[src/rtl/draw_pkg.sv]
// Shared definitions for the sprite blit engine: FSM state encoding, the
// per-stage pipeline control record and the sheet/screen address helpers.
package draw_pkg;

  typedef enum logic [1:0] {
    IDLE  = 2'd0,
    RUN   = 2'd1,
    DRAIN = 2'd2,
    DONE  = 2'd3
  } state_t;

  // Control travelling alongside each pixel slot through the pipeline.
  typedef struct packed {
    logic vld;
    logic clip;
  } pipe_ctl_t;

  // Width used for all intermediate address arithmetic before truncation.
  localparam int unsigned CALC_W = 32;

  // Linear address of texel (sx, sy) of sprite idx, theme column th, in a
  // sheet that is size*themes texels wide.
  function automatic logic [CALC_W-1:0] sheet_addr(
    input logic [CALC_W-1:0] idx,
    input logic [CALC_W-1:0] sy,
    input logic [CALC_W-1:0] sx,
    input logic [CALC_W-1:0] th,
    input logic [CALC_W-1:0] size,
    input logic [CALC_W-1:0] themes
  );
    return (idx * size + sy) * size * themes + th * size + sx;
  endfunction

  // Linear framebuffer address of screen pixel (px, py) for a given pitch.
  function automatic logic [CALC_W-1:0] screen_addr(
    input logic [CALC_W-1:0] pitch,
    input logic [CALC_W-1:0] px,
    input logic [CALC_W-1:0] py
  );
    return pitch * py + px;
  endfunction

endpackage

[src/rtl/draw_addr_gen.sv]
// Combinational address generator for the blit engine: sprite-sheet texel
// address (with tiling and optional horizontal mirror), framebuffer address
// and screen clip flag for one rectangle position.
// Optional feature macro: DRAW_BLIT_FLIP_EN (horizontal sprite mirroring).
module draw_addr_gen
  import draw_pkg::*;
#(
  parameter int SCREEN_WIDTH      = 320,
  parameter int SCREEN_HEIGHT     = 240,
  parameter int SPRITE_SIZE       = 32,
  parameter int THEMES            = 2,
  parameter int SPRITEBUF_A_WIDTH = 15,
  parameter int VRAM_A_WIDTH      = 17,
  parameter int TH_W              = 1
) (
  input  logic [9:0]                   i_x,
  input  logic [9:0]                   i_y,
  input  logic [9:0]                   i_pos_x,
  input  logic [9:0]                   i_pos_y,
  input  logic [4:0]                   i_sprite_index,
  input  logic [TH_W-1:0]              i_theme,
  input  logic                         i_flip_x,
  output logic [SPRITEBUF_A_WIDTH-1:0] o_sprite_addr,
  output logic [VRAM_A_WIDTH-1:0]      o_fb_addr,
  output logic                         o_clip
);

  localparam int SS_W = $clog2(SPRITE_SIZE);

  logic [SS_W-1:0]   w_sx_raw;
  logic [SS_W-1:0]   w_sx;
  logic [SS_W-1:0]   w_sy;
  logic [CALC_W-1:0] w_px;
  logic [CALC_W-1:0] w_py;

  // SPRITE_SIZE is a power of two, so the modulo is just the low bits.
  assign w_sx_raw = i_x[SS_W-1:0];
  assign w_sy     = i_y[SS_W-1:0];

`ifdef DRAW_BLIT_FLIP_EN
  // SPRITE_SIZE-1-sx equals the bitwise complement for a power-of-two size.
  assign w_sx = i_flip_x ? ~w_sx_raw : w_sx_raw;
`else
  logic w_unused_flip;
  assign w_unused_flip = i_flip_x;
  assign w_sx          = w_sx_raw;
`endif

  assign w_px = CALC_W'(i_pos_x) + CALC_W'(i_x);
  assign w_py = CALC_W'(i_pos_y) + CALC_W'(i_y);

  assign o_sprite_addr = SPRITEBUF_A_WIDTH'(sheet_addr(
    CALC_W'(i_sprite_index), CALC_W'(w_sy), CALC_W'(w_sx),
    CALC_W'(i_theme), CALC_W'(SPRITE_SIZE), CALC_W'(THEMES)));

  assign o_fb_addr = VRAM_A_WIDTH'(screen_addr(CALC_W'(SCREEN_WIDTH), w_px, w_py));

  assign o_clip = (w_px >= CALC_W'(SCREEN_WIDTH)) || (w_py >= CALC_W'(SCREEN_HEIGHT));

endmodule

[src/rtl/draw_blit_engine.sv]
// Sprite blit engine: scans a rectangle, fetches tiled sprite texels from a
// synchronous sprite buffer and writes them to the framebuffer with clipping,
// colour-key transparency and fb_ready backpressure.
// Pipeline: counters -> p0 (sprite_addr) -> p1 (await sprite_data) -> p2 (fb write).
// Optional feature macro: DRAW_BLIT_FLIP_EN (flip_x mirrors the sprite).
module draw_blit_engine
  import draw_pkg::*;
#(
  parameter int SCREEN_WIDTH      = 320,
  parameter int SCREEN_HEIGHT     = 240,
  parameter int SPRITE_SIZE       = 32,
  parameter int THEMES            = 2,
  parameter int SPRITEBUF_A_WIDTH = 15,
  parameter int VRAM_A_WIDTH      = 17,
  parameter int COLOR_W           = 12,
  parameter int TRANSPARENT_KEY   = 0,
  localparam int TH_W             = (THEMES > 1) ? $clog2(THEMES) : 1
) (
  input  logic                         CLK,
  input  logic                         rst_n,
  input  logic                         start,
  input  logic [9:0]                   width,
  input  logic [9:0]                   height,
  input  logic [9:0]                   pos_x,
  input  logic [9:0]                   pos_y,
  input  logic [4:0]                   sprite_index,
  input  logic [TH_W-1:0]              theme,
  input  logic                         flip_x,
  input  logic                         key_en,
  output logic [SPRITEBUF_A_WIDTH-1:0] sprite_addr,
  input  logic [COLOR_W-1:0]           sprite_data,
  output logic                         fb_we,
  output logic [VRAM_A_WIDTH-1:0]      fb_addr,
  output logic [COLOR_W-1:0]           fb_data,
  input  logic                         fb_ready,
  output logic                         busy,
  output logic                         done
);

  state_t r_state;
  state_t w_next;

  // Draw parameters captured at start
  logic [9:0]      r_w, r_h, r_px, r_py;
  logic [4:0]      r_idx;
  logic [TH_W-1:0] r_theme;
  logic            r_key;
  logic            w_flip;

  // Scan counters
  logic [9:0] r_x, r_y;

  // Pipeline registers
  logic [SPRITEBUF_A_WIDTH-1:0] r_sprite_addr_p0;
  logic [VRAM_A_WIDTH-1:0]      r_fb_addr_p0, r_fb_addr_p1, r_fb_addr_p2;
  pipe_ctl_t                    r_ctl_p0, r_ctl_p1;
  logic [COLOR_W-1:0]           r_hold_data_p1;
  logic                         r_hold_vld_p1;
  logic                         r_we_p2;
  logic [COLOR_W-1:0]           r_data_p2;

  logic [SPRITEBUF_A_WIDTH-1:0] w_sprite_addr;
  logic [VRAM_A_WIDTH-1:0]      w_fb_addr;
  logic                         w_clip;
  logic                         w_stall;
  logic                         w_emit;
  logic                         w_last;
  logic                         w_start_ok;
  logic [COLOR_W-1:0]           w_pix_data;
  logic                         w_transparent;

  assign w_start_ok = (r_state == IDLE) && start;
  assign w_stall    = r_we_p2 && !fb_ready;
  assign w_emit     = (r_state == RUN) && !w_stall;
  assign w_last     = (r_x == r_w - 10'd1) && (r_y == r_h - 10'd1);

`ifdef DRAW_BLIT_FLIP_EN
  logic r_flip;
  // Capture the mirror request together with the other draw parameters
  always_ff @(posedge CLK) begin
    if (!rst_n) begin
      r_flip <= 1'b0;
    end else if (w_start_ok) begin
      r_flip <= flip_x;
    end
  end
  assign w_flip = r_flip;
`else
  logic w_unused_flip_x;
  assign w_unused_flip_x = flip_x;
  assign w_flip          = 1'b0;
`endif

  // Latch rectangle, sprite selection and key enable when a draw is accepted
  always_ff @(posedge CLK) begin
    if (!rst_n) begin
      r_w     <= '0;
      r_h     <= '0;
      r_px    <= '0;
      r_py    <= '0;
      r_idx   <= '0;
      r_theme <= '0;
      r_key   <= 1'b0;
    end else if (w_start_ok) begin
      r_w     <= width;
      r_h     <= height;
      r_px    <= pos_x;
      r_py    <= pos_y;
      r_idx   <= sprite_index;
      r_theme <= theme;
      r_key   <= key_en;
    end
  end

  // FSM state register
  always_ff @(posedge CLK) begin
    if (!rst_n) begin
      r_state <= IDLE;
    end else begin
      r_state <= w_next;
    end
  end

  // FSM next state and status outputs
  always_comb begin
    w_next = r_state;
    busy   = 1'b0;
    done   = 1'b0;
    case (r_state)
      IDLE: begin
        if (start) begin
          w_next = ((width == 10'd0) || (height == 10'd0)) ? DONE : RUN;
        end
      end
      RUN: begin
        busy = 1'b1;
        if (w_emit && w_last) begin
          w_next = DRAIN;
        end
      end
      DRAIN: begin
        busy = 1'b1;
        if (!r_ctl_p0.vld && !r_ctl_p1.vld && !w_stall) begin
          w_next = DONE;
        end
      end
      DONE: begin
        done   = 1'b1;
        w_next = IDLE;
      end
      default: w_next = IDLE;
    endcase
  end

  // Raster counters: x fastest, then y; frozen during a stalled write
  always_ff @(posedge CLK) begin
    if (!rst_n) begin
      r_x <= '0;
      r_y <= '0;
    end else if (w_start_ok) begin
      r_x <= '0;
      r_y <= '0;
    end else if (w_emit) begin
      if (r_x == r_w - 10'd1) begin
        r_x <= '0;
        r_y <= r_y + 10'd1;
      end else begin
        r_x <= r_x + 10'd1;
      end
    end
  end

  draw_addr_gen #(
    .SCREEN_WIDTH      (SCREEN_WIDTH),
    .SCREEN_HEIGHT     (SCREEN_HEIGHT),
    .SPRITE_SIZE       (SPRITE_SIZE),
    .THEMES            (THEMES),
    .SPRITEBUF_A_WIDTH (SPRITEBUF_A_WIDTH),
    .VRAM_A_WIDTH      (VRAM_A_WIDTH),
    .TH_W              (TH_W)
  ) u_addr_gen (
    .i_x            (r_x),
    .i_y            (r_y),
    .i_pos_x        (r_px),
    .i_pos_y        (r_py),
    .i_sprite_index (r_idx),
    .i_theme        (r_theme),
    .i_flip_x       (w_flip),
    .o_sprite_addr  (w_sprite_addr),
    .o_fb_addr      (w_fb_addr),
    .o_clip         (w_clip)
  );

  // ---- stage p0: present sprite address, carry screen address and clip ----
  always_ff @(posedge CLK) begin
    if (!rst_n) begin
      r_sprite_addr_p0 <= '0;
      r_fb_addr_p0     <= '0;
      r_ctl_p0         <= '0;
    end else if (!w_stall) begin
      r_ctl_p0.vld <= w_emit;
      if (w_emit) begin
        r_sprite_addr_p0 <= w_sprite_addr;
        r_fb_addr_p0     <= w_fb_addr;
        r_ctl_p0.clip    <= w_clip;
      end
    end
  end

  // ---- stage p1: sprite_data for this slot arrives during this stage ----
  always_ff @(posedge CLK) begin
    if (!rst_n) begin
      r_fb_addr_p1 <= '0;
      r_ctl_p1     <= '0;
    end else if (!w_stall) begin
      r_fb_addr_p1 <= r_fb_addr_p0;
      r_ctl_p1     <= r_ctl_p0;
    end
  end

  // Keep the texel of the frozen p1 slot: the buffer returns it only on the
  // first stalled cycle, since sprite_addr already points at the next slot.
  always_ff @(posedge CLK) begin
    if (!rst_n) begin
      r_hold_data_p1 <= '0;
      r_hold_vld_p1  <= 1'b0;
    end else if (w_stall && !r_hold_vld_p1) begin
      r_hold_data_p1 <= sprite_data;
      r_hold_vld_p1  <= 1'b1;
    end else if (!w_stall) begin
      r_hold_vld_p1  <= 1'b0;
    end
  end

  assign w_pix_data    = r_hold_vld_p1 ? r_hold_data_p1 : sprite_data;
  assign w_transparent = r_key && (w_pix_data == COLOR_W'(TRANSPARENT_KEY));

  // ---- stage p2: framebuffer write, held until fb_ready accepts it ----
  always_ff @(posedge CLK) begin
    if (!rst_n) begin
      r_we_p2      <= 1'b0;
      r_fb_addr_p2 <= '0;
      r_data_p2    <= '0;
    end else if (!w_stall) begin
      r_we_p2      <= r_ctl_p1.vld && !r_ctl_p1.clip && !w_transparent;
      r_fb_addr_p2 <= r_fb_addr_p1;
      r_data_p2    <= w_pix_data;
    end
  end

  assign sprite_addr = r_sprite_addr_p0;
  assign fb_we       = r_we_p2;
  assign fb_addr     = r_fb_addr_p2;
  assign fb_data     = r_data_p2;

endmodule

[config.mk]
export PLATFORM = sky130hd
export DESIGN_NAME = draw_blit_engine
export DESIGN_NICKNAME = d
export VERILOG_FILES = /design/src/rtl/draw_pkg.sv /design/src/rtl/draw_addr_gen.sv /design/src/rtl/draw_blit_engine.sv
export SDC_FILE = /design/constraint.sdc
export NUM_CORES = 1
export LEC_CHECK = 0
export CORE_MARGIN = 4
export CORE_UTILIZATION = 60
export CTS_CLUSTER_SIZE = 25
export DETAILED_ROUTE_END_ITERATION = 6
export GPL_TIMING_DRIVEN = 1
export PLACE_DENSITY = 0.86
export SETUP_SLACK_MARGIN = 0.2
export SYNTH_ARGS = -nofsm -noshare
export SYNTH_HDL_FRONTEND = slang
export SYNTH_SLANG_ARGS = --single-unit
[constraint.sdc]
create_clock -name CLK -period 9.6 [get_ports CLK]
set_clock_uncertainty 0.1 [all_clocks]
set_input_delay 1.44 -clock CLK [delete_from_list [all_inputs] [get_ports CLK]]
set_output_delay 1.44 -clock CLK [all_outputs]
set_load 0.02 [all_outputs]
==> impl_metrics.json <==
{
  "status": "finished, final reports clean",
  "critPathMaxFanout": 6,
  "swShare": 0.342,
  "multi_input_area_mm2": 0.00476,
  "clk_pin_slew_ns": 0.07,
  "rsz0062_at_grt": "no",
  "arrival_ns": 4.82,
  "io_buffers": 108,
  "fill_cells": 997,
  "rrSetupSlack_ns": 5.02,
  "hold_start": "fb_addr[10]",
  "worst-endpoint-required_ns": 9.84,
  "synth_fp_nets": 1177,
  "start_kind": "flop",
  "ys_types": 59,
  "num_rows": 42,
  "cts_buffers": 17,
  "yosysWarnings": 0,
  "p_per_area_mw_per_mm2": 205,
  "synth_cells": 1064,
  "die_width_um": 126,
  "antenna_left": 0,
  "synth_top_family_by_area": "simple AND/OR/NAND/NOR gates",
  "synth-edff-count": 0,
  "ys.flop_type": "dfxtp_1",
  "intPower_mw": 1.36,
  "synth.avg_cell_area_um2": 7.89,
  "hold_class": "flop to flop",
  "finalCritPeriodShare": 0.477,
  "syn_to_final_growth_pct": 20.2,
  "cp-end-kind": "flop",
  "clockBufferDepth": 2,
  "io_pins": 111,
  "fin_crit_ns": 4.58,
  "clock-sinks": 164,
  "antenna_found_initial": 0,
  "drt_iter0_drc": 589,
  "grt_first_pass_wirelength_um": 33500,
  "htreeDepth": 4,
  "holdPathStages": 2,
  "ctsHoldBuffers": 0,
  "ys_ff_latch": 164,
  "clkLatencyLatePin_ns": 0.43,
  "synth.cell_area_mm2": 0.00840,
  "die_area_mm2": 0.0160,
  "post_cts_resized": 0,
  "setup_tns_ns": 0,
  "ir_worst_vdd_mv": 0.169,
  "dieHeight_um": 126,
  "power.total_mw": 2.07,
  "grt.total_usage": 0.253,
  "p_leak_nw": 3.81,
  "overflow": 0,
  "seqPwrFrac": 0.398,
  "wl_um": 20100,
  "vias": 7565,
  "p_sw_mw": 0.708,
  "worstRegToRegCells": 17,
  "seqCellArea_mm2": 0.00328,
  "drv_slew": 0,
  "drive_gt1_frac": 0.0495,
  "post_cts_buffers": 0,
  "criticalPathCategory": "flop to flop",
  "dp_hpwl_um": 14000,
  "antenna_cells": 0,
  "max_freq_mhz": 219,
  "grt_pass1_vias": 7174,
  "core_mm2": 0.0135,
  "synth_fa_ha_area_frac": 0.0766,
  "hold-worst-slack_ns": 0.350,
  "synth-xor-area-share": 0.0752,
  "clkPwrFrac": 0.318,
  "setup-violations-final": 0,
  "cts_tree": "yes",
  "gp_congestion": 0.892,
  "synth_compound_area_frac": 0.162,
  "ys_seq_area_frac": 0.391,
  "hold_viol": 0,
  "viasPerCell": 5.70,
  "dr.pass1.iters": 5,
  "max_slew_margin": 0.364,
  "yosys.area_share.simple": 0.234,
  "final_nets": 1251,
  "cts_root_buffer": "clkbuf_16",
  "worstMarginPinSlew_ns": 0.953,
  "wl_per_cell_um": 15.2,
  "r2r-start": "r_y[0]",
  "ys_async_sr_fraction": 0,
  "drv_cap": 0,
  "hold_end": "fb_addr[10]",
  "synthMuxAreaShare": 0.0179,
  "drc": 0,
  "combPwrFrac": 0.284,
  "start_util": 0.624,
  "rr_endpoint": "r_fb_addr_p0[16]",
  "grt_start_max_net_pins": 95
}
[synth_stat cells, types with 3 or more instances]
library cell | instances | area [µm²]
a21oi_1 | 145 | 726
mux2i_1 | 15 | 150
nor3_1 | 10 | 50.1
buf_1 | 8 | 30.0
xnor2_1 | 39 | 342
a21o_1 | 8 | 60.1
nor3_2 | 3 | 30.0
nor2_1 | 66 | 248
xor2_1 | 28 | 245
nor4_1 | 17 | 106
a31oi_1 | 4 | 25.0
dfxtp_1 | 164 | 3280
fa_1 | 4 | 80.1
o21ai_0 | 24 | 120
clkbuf_1 | 49 | 184
o31a_1 | 4 | 35.0
o31ai_1 | 6 | 45.0
inv_1 | 32 | 120
nand2_1 | 267 | 1000
nor4_2 | 3 | 37.5
nand2b_1 | 8 | 50.1
and3_1 | 8 | 50.1
nand3b_1 | 6 | 45.0
o21a_1 | 7 | 52.6
or3_1 | 4 | 25.0
and2_1 | 6 | 37.5
ha_1 | 45 | 563
nand3_1 | 17 | 85.1
nand4_1 | 5 | 31.3
a211oi_1 | 20 | 150
nor2b_1 | 9 | 56.3
[metrics by stage]
step / util / cell area [µm²] / cells / setup WS [ns]
after floorplan: - / 8400 / 1064 / 5.74
after global placement: 0.708 / 9520 / 1295 / 5.20
after detailed placement: 0.708 / 9520 / 1295 / 5.07
after CTS: 0.750 / 10100 / 1327 / 5.05
after global routing: 0.750 / 10100 / 1327 / 4.62
final: 0.750 / 10100 / 1327 / 5.02
[cells in the final DEF, fill, tap and decap left out, types with 8 or more instances in the layout]
master,synthesis,routed
nor3_1,10,10
mux2i_1,15,15
nor4_1,17,17
nor2_1,66,66
dfxtp_1,164,164
inv_1,32,32
a21o_1,8,8
nor2b_1,9,8
and3_1,8,8
a21oi_1,145,145
nand2_1,267,267
a211oi_1,20,20
clkdlybuf4s50_1,0,108
xnor2_1,39,39
clkbuf_16,0,17
ha_1,45,45
nand3_1,17,17
xor2_1,28,28
o21ai_0,24,24
[kinds of logic after synthesis]
kind of cell	after synthesis
AND/OR/NAND/NOR	439
adder cells (fa/ha/maj)	49
AO/OA/AOI/OAI	235
buffers and inverters	93
multiplexers	15
XOR/XNOR	69
flip-flops	164
[registers in the layout, indices dropped and copies added (netlist names)]
register,cells
r_state,2
r_hold_data_p1,12
r_h,10
r_hold_vld_p1,1
r_fb_addr_p0,17
fb_data,12
r_ctl_p0,2
r_fb_addr_p1,17
fb_addr,17
fb_we,1
r_x,10
r_key,1
r_w,10
r_idx,4
r_ctl_p1,2
r_theme,1
r_px,10
sprite_addr,15
r_y,10
r_py,10
[cell type report]
class / instances / share of cell area
Tap cell: 176 / 0.0218
Inverter: 33 / 0.0125
Clock inverter: 14 / 0.0143
Multi-Input combinational cell: 807 / 0.471
Clock buffer: 18 / 0.0425
Timing Repair Buffer: 115 / 0.112
Sequential cell: 164 / 0.325
[routing by layer]
metal	up-vias	track usage	routed length, µm
met4	0	0.114	780
met5	-	0	0
met3	68	0.0500	1080
met1	3489	0.313	8550
met2	241	0.429	9720
li1	3767	-	-
[worst max path at each step]
stage / startpoint / cells after the start / end / slack, ns
after floorplan: r_y[0] / 17 / r_fb_addr_p0[16] / 5.74
after global placement: r_y[0] / 17 / r_fb_addr_p0[16] / 5.20
after detailed placement: r_y[0] / 17 / r_fb_addr_p0[16] / 5.07
after CTS: r_y[0] / 17 / r_fb_addr_p0[16] / 5.05
after global routing: r_x[0] / 18 / r_fb_addr_p0[16] / 4.62
final: r_y[0] / 17 / r_fb_addr_p0[16] / 5.02
[power by group through the flow]
stage	Sequential [mW]	Clock [mW]	Combinational, mW
3_5_place_dp	0.839	0	0.579
3_3_place_gp	0.836	0	0.567
5_1_grt	0.835	0.699	0.660
4_1_cts	0.824	0.664	0.589
2_1_floorplan	0.831	0	0.423
6_report	0.826	0.659	0.588
[worst max-delay path, cell delays in order (launching register included)]
cell and delay, ns:
dfxtp_1 0.52, ha_1 0.24, inv_1 0.06, fa_1 0.39, nor2b_1 0.19, o31a_1 0.18, o21ai_1 0.09, nor2b_1 0.17
xnor2_1 0.30, xor2_1 0.12, ha_1 0.36, nor3b_1 0.35, o21a_1 0.16, nor2_1 0.04, xor2_1 0.18, nor4_1 0.39
xnor3_1 0.44, o31ai_1 0.20
(Power assumes the default switching activity.)
